`src/rtl/fpu_cmp_sched.sv`:
```
// rtl/fpu_cmp_sched.sv - two-requester scheduler and result register for the shared FPU magnitude comparator
// FPU_CMP_SCHED_RR_EN selects round-robin arbitration; default build is fixed priority to requester 0.
module fpu_cmp_sched #(
  parameter int TAGW = 4
) (
  input  logic            rclk,
  input  logic            rst_l,
  input  logic            req0_vld,
  output logic            req0_rdy,
  input  logic [54:0]     req0_frac1,
  input  logic [54:0]     req0_frac2,
  input  logic [10:0]     req0_exp1,
  input  logic [10:0]     req0_exp2,
  input  logic            req0_sngop,
  input  logic [TAGW-1:0] req0_tag,
  input  logic            req1_vld,
  output logic            req1_rdy,
  input  logic [54:0]     req1_frac1,
  input  logic [54:0]     req1_frac2,
  input  logic [10:0]     req1_exp1,
  input  logic [10:0]     req1_exp2,
  input  logic            req1_sngop,
  input  logic [TAGW-1:0] req1_tag,
  output logic [54:0]     cmp_din1,
  output logic [54:0]     cmp_din2,
  output logic            cmp_sngop,
  output logic            cmp_expadd11,
  output logic            cmp_expeq,
  input  logic            cmp_neq,
  input  logic            cmp_gt,
  input  logic            cmp_gt1,
  output logic            res_vld,
  input  logic            res_rdy,
  output logic            res_rid,
  output logic [TAGW-1:0] res_tag,
  output logic            res_neq,
  output logic            res_gt,
  output logic            res_gt1
);

  logic            adv;
  logic            gnt0;
  logic            gnt1;
  logic            ptr;
  logic            acc;
  logic            win;
  logic            s1_vld;
  logic            s1_rid;
  logic            s1_sngop;
  logic [54:0]     s1_frac1;
  logic [54:0]     s1_frac2;
  logic [10:0]     s1_exp1;
  logic [10:0]     s1_exp2;
  logic [TAGW-1:0] s1_tag;

  // Both stages move together; an empty result register never blocks the pipe.
  assign adv  = ~res_vld | res_rdy;
  assign gnt0 = req0_vld & (~req1_vld | ~ptr);
  assign gnt1 = req1_vld & (~req0_vld | ptr);

  assign req0_rdy = rst_l & adv & gnt0;
  assign req1_rdy = rst_l & adv & gnt1;
  assign acc      = req0_rdy | req1_rdy;
  assign win      = req1_rdy;

`ifdef FPU_CMP_SCHED_RR_EN
  always_ff @(posedge rclk) begin
    if (!rst_l) begin
      ptr <= 1'b0;
    end else if (acc) begin
      ptr <= ~win;
    end
  end
`else
  assign ptr = 1'b0;
`endif

  always_ff @(posedge rclk) begin
    if (!rst_l) begin
      s1_vld   <= 1'b0;
      s1_rid   <= 1'b0;
      s1_sngop <= 1'b0;
      s1_frac1 <= '0;
      s1_frac2 <= '0;
      s1_exp1  <= '0;
      s1_exp2  <= '0;
      s1_tag   <= '0;
    end else if (adv) begin
      s1_vld <= acc;
      if (acc) begin
        s1_rid   <= win;
        s1_sngop <= win ? req1_sngop : req0_sngop;
        s1_frac1 <= win ? req1_frac1 : req0_frac1;
        s1_frac2 <= win ? req1_frac2 : req0_frac2;
        s1_exp1  <= win ? req1_exp1  : req0_exp1;
        s1_exp2  <= win ? req1_exp2  : req0_exp2;
        s1_tag   <= win ? req1_tag   : req0_tag;
      end
    end
  end

  assign cmp_din1  = s1_frac1;
  assign cmp_din2  = s1_frac2;
  assign cmp_sngop = s1_sngop;
  // Borrow out of the 12-bit exponent difference, i.e. exp2 > exp1.
  assign cmp_expadd11 = (s1_exp2 > s1_exp1);
  assign cmp_expeq    = (s1_exp1 == s1_exp2);

  always_ff @(posedge rclk) begin
    if (!rst_l) begin
      res_vld <= 1'b0;
      res_rid <= 1'b0;
      res_tag <= '0;
      res_neq <= 1'b0;
      res_gt  <= 1'b0;
      res_gt1 <= 1'b0;
    end else if (adv) begin
      res_vld <= s1_vld;
      if (s1_vld) begin
        res_rid <= s1_rid;
        res_tag <= s1_tag;
        res_neq <= cmp_neq;
        res_gt  <= cmp_gt;
        res_gt1 <= cmp_gt1;
      end
    end
  end

endmodule

```
`config.mk`:
```
export PLATFORM = sky130hd
export DESIGN_NAME = fpu_cmp_sched
export DESIGN_NICKNAME = d
export VERILOG_FILES = /design/src/rtl/fpu_cmp_sched.sv
export SDC_FILE = /design/constraint.sdc
export NUM_CORES = 1
export LEC_CHECK = 0
export ABC_CLOCK_PERIOD_IN_PS = 1950
export CAP_MARGIN = 20
export CORE_AREA = 5 5 154 156
export CTS_BUF_LIST = sky130_fd_sc_hd__clkbuf_16
export CTS_CLUSTER_DIAMETER = 120
export DETAILED_ROUTE_END_ITERATION = 8
export DIE_AREA = 0 0 159 161
export PLACE_DENSITY = 0.65
export SYNTH_ARGS = -nofsm -noshare
export SYNTH_HDL_FRONTEND = slang
export SYNTH_SLANG_ARGS = --single-unit
```
`constraint.sdc`:
```
create_clock -name rclk -period 1.95 [get_ports rclk]
set_clock_uncertainty 0.15 [all_clocks]
set_input_delay 0.195 -clock rclk [delete_from_list [all_inputs] [get_ports rclk]]
set_output_delay 0.195 -clock rclk [all_outputs]
set_load 0.1 [all_outputs]
```
; Yosys cells after proc, flatten, opt, wreduce, memory -nomap -nowiden
; Index checks and enable logic that the tools add are counted.
[op_classes]
magnitude_cmp = 1
n_div = 0
reduce_logical = 2
n_eq_ne = 1
n_bitwise = 8
add_sub_neg = 0
muxes = 6
mul = 0
shifts = 0
[ops]
columns = op, count
row1 = 55-bit 2-to-1 mux, 2
row2 = 11-bit 2-to-1 mux, 2
row3 = 11-bit == test, 1
row4 = 11-bit greater-than comparator, 1
row5 = 1-bit AND, 4
row6 = 4-bit 2-to-1 mux, 1
row7 = 2-bit AND reduction, 2
row8 = 1-bit inverter, 2
row9 = 1-bit OR, 2
row10 = 1-bit 2-to-1 mux, 1
[totals]
latchBits = 0
in_bits = 282
regBits = 148
ram_bits = 0
memories = 0
out_inout_bits = 124
rom_bits = 0

; Depth between registers and ports, before layout
[logic_depth]
depth_word = 6
ltp_mapped = 7
mapped_depth_nobuf = 6

; Worst setup path after synthesis
; Ideal clock, no wire load.
[synth_timing]
path_kind = reg2out
start = reg s1_exp1[9]
end = out cmp_expadd11
path_buffers = 0
path_stages_with_launch = 7
path_slack_ns = -1.337
required_time_ns = 1.605
arrival_time_ns = 2.942
path_cell_list = dfxtp_1 > inv_1 > ha_1 > nand3_1 > nor3_1 > and4_1 > a21oi_1
[synth_via]
elab_chain_cells = 1
[synth_rtl]
columns = element, line
row1 = start: declaration, 52  ; logic [10:0] s1_exp1;
row2 = start signal: assignment, 95  ; s1_exp1 <= win ? req1_exp1 : req0_exp1;
row3 = 11-bit greater-than comparator, 106  ; assign cmp_expadd11 = (s1_exp2 > s1_exp1);
row4 = end: declaration, 27  ; output logic cmp_expadd11,
; No other way between the ends.

; Worst setup path after layout
[layout_timing]
start = reg s1_exp1[4]
end = out cmp_expadd11
; Same word-level chain as after synthesis.

==> results.cfg <==
[routing]
wl_um = 25000
ant_nets = 0
vias = 6866
route.detailed.drc = 0
post_drt_wl_per_cell_um = 17.7
drtIter0Drc = 322
first_pass_iters = 4
vias_per_cell = 4.86

[floorplanning]
core_um2 = 22200
fp.dieH_um = 161
die_x_um = 159
start_util = 0.279
dieArea_um2 = 25600
pin_count = 406
fp-row-count = 55

[critical_path]
worstSetupPathType = register to primary output
cp.depth = 7
crit_path_cell_trace = inv_2 -> ha_4 -> a21oi_1 -> o21ai_1 -> or3b_4 -> a21oi_4 -> buf_12
cpPeakStageDelay_ns = 0.39
end_kind = primary output
critPathLaunchType = register
rr_worst_depth = 5
reg2reg_to = s1_exp1[1]
critPathBufInv = 2
crit_arrival_ns = 1.97
setup.worst_path.end = cmp_expadd11
startpoint = s1_exp1[4]
rr_startpoint = res_vld
cp_top_family = simple AND/OR/NAND/NOR gates
regToRegSetupSlack_ns = 0.21
cp_max_fo = 2
crit_slowest_cell = or3b_4
crit_required_ns = 1.60

[timing]
whs_ns = 0.186
worst_slack_ns = -0.367
maxSlewHeadroom = 0.714
finalSetupViolations = 2
post-route-period-util = 1.19
finalMaxSlewViolations = 0
hold_viol_final = 0
clock.fmax_ghz = 0.432
worst_pin_slew_ns = 0.429
rsz0062_at_grt = yes
min_period_ns = 2.32

[cts]
path_clk_slew_ns = 0.07
cts.sinks = 148
ctsHtreeMaxLevel = 4
cts_tree = yes
cts.path.max_buffers = 2
clkLatencyLatePin_ns = 0.42
cts_inserted_buffers = 17
clockRootBuffer = clkbuf_16

[synthesis]
ys.warnings.count = 0
syn-num-nets = 1005
synthFlopType = dfxtp_1
synthArstFlopShare = 0
synth_area_um2 = 6210
ys_top_cells_by_area = dfxtp_1, o22ai_1, nand3_1
synth_common_cells = dfxtp_1, nand3_1, o22ai_1, o21ai_1, clkbuf_1
synth_cell_types = 29
synth_most_common_cell = dfxtp_1
synth_edf_count = 0
yosysTopAreaCell = dfxtp_1
synthCells = 712
synth_area_per_cell_um2 = 8.72
yosysTopAreaCellShare = 0.477
yosysSeqAreaShare = 0.477
ys_ff_latch = 148

[final_layout]
fin_nets = 1408
design_area_um2 = 11300
drive_above_1_share = 0.210
areaGrowthSynthToFinish_pct = 82.4
final_util = 0.509
num_antenna_cells = 0

[power]
sequentialPowerShare = 0.330
swShare = 0.369
intPower_mw = 6.55
clkPwrFrac = 0.326
combPwrFrac = 0.344
leakage_nw = 4.38
peakVddDrop_v = 0.000566
p_sw_mw = 3.84
pwr_density_cell_nw_per_um2 = 918

[place]
dp.final_hpwl_um = 19100
gp_congestion = 0.776
placedInstanceArea_um2 = 10600
portBuffers = 405

[grt]
grt_pass1_wl_um = 37300
antenna_found_initial = 0
grt_pass1_vias = 6743
grt_overflow = 0
grt_max_degree = 74
grtUsageTotal = 0.181

[run_status]
failed_checks = setup timing
outcome = finished, violations left

[min_path]
hp-class = primary input to register

[job]
cap_violations = 0
-- area by class of cell --
cell class / count / area (µm²)
Clock buffer: 17 / 425
Clock inverter: 15 / 179
Fill cell: 2148 / 10900
Inverter: 12 / 45.0
Multi-Input combinational cell: 473 / 2880
Sequential cell: 148 / 2970
Tap cell: 285 / 357
Timing Repair Buffer: 463 / 4460
-- per-layer routing --
| layer | share of wire | vias up | global-route usage |
|---|---|---|---|
| met5 | 0 | - | 0 |
| met2 | 0.49 | 239 | 0.314 |
| li1 | - | 3480 | - |
| met4 | 0.021 | 0 | 0.0562 |
| met1 | 0.41 | 3110 | 0.214 |
| met3 | 0.071 | 37 | 0.0582 |
-- registers in the layout, indices dropped and copies added, names as in the netlist, 4 cells and up --
| signal | count |
|---|---|
| cmp_din2 | 55 |
| cmp_din1 | 55 |
| s1_exp1 | 11 |
| s1_exp2 | 11 |
| s1_tag | 4 |
| res_tag | 4 |
-- worst min-delay path, delay by kind of cell --
kind / cells / cell delay (ns)
compound gates: 2 / 0.15
buf+inv: 2 / 0.35
-- worst min-delay path by stage --
stage          slack, ns  cells after the start   start      endpoint
3_3_place_gp        0.29                      2  s1_rid        s1_rid
4_1_cts             0.18                      3  cmp_gt        res_gt
6_report            0.19                      4   rst_l  cmp_din1[45]
3_5_place_dp        0.30                      2  s1_rid        s1_rid
2_1_floorplan       0.20                      2  cmp_gt        res_gt
5_1_grt             0.20                      4   rst_l  cmp_din1[46]
-- power by group through the flow --
stage	Sequential, mW	Combinational (mW)	Clock, mW
finish	3.42	3.58	3.39
global route	3.46	3.74	3.61
CTS	3.42	3.58	3.50
detailed placement	3.48	3.53	0
global placement	3.48	3.52	0
floorplan	4.95	0.763	0
-- through the flow --
| stage | TNS [ns] | cells | total power, mW | setup slack [ns] |
|---|---|---|---|---|
| after global routing | -0.838 | 1413 | 10.8 | -0.447 |
| after CTS | -0.714 | 1413 | 10.5 | -0.405 |
| after detailed placement | -0.386 | 1381 | 7.02 | -0.0912 |
| after global placement | -0.177 | 1381 | 6.99 | -0.0497 |
| after floorplan | -0.119 | 712 | 5.71 | -0.119 |
| final | -0.661 | 1413 | 10.4 | -0.367 |
-- cells in the final DEF (no fill, tap or decap), drive strengths merged, types with 9 or more instances in the layout --
master | netlist | final
a21boi | 9 | 9
a21oi | 21 | 21
buf | 47 | 183
clkbuf | 32 | 17
clkdlybuf4s50 | 0 | 280
dfxtp | 148 | 148
ha | 11 | 11
inv | 12 | 20
mux2i | 18 | 18
nand2 | 13 | 13
nand3 | 129 | 129
o21ai | 140 | 140
o22ai | 119 | 119
-- cells by family (layout without fill, tap and decap cells) --
kind of cell               after synthesis  after routing  share of synthesized area
buffers and inverters                   91            507                     0.0810
and+or+nand+nor                        149            149                      0.121
adders and majority gates               11             11                     0.0222
DFF                                    148            148                      0.477
muxes                                   18             18                     0.0290
AOI/OAI and AO/OA                      295            295                      0.269
-- timing repair --
action                                  in CTS  in global routing
hold buffers                                 0                  0
endpoints found under the setup margin       3                  2
gates resized for setup                     14                  4
pin swaps                                    8                  5
setup buffers                                1                  0
No activity file was read; power rests on OpenSTA's default activity.
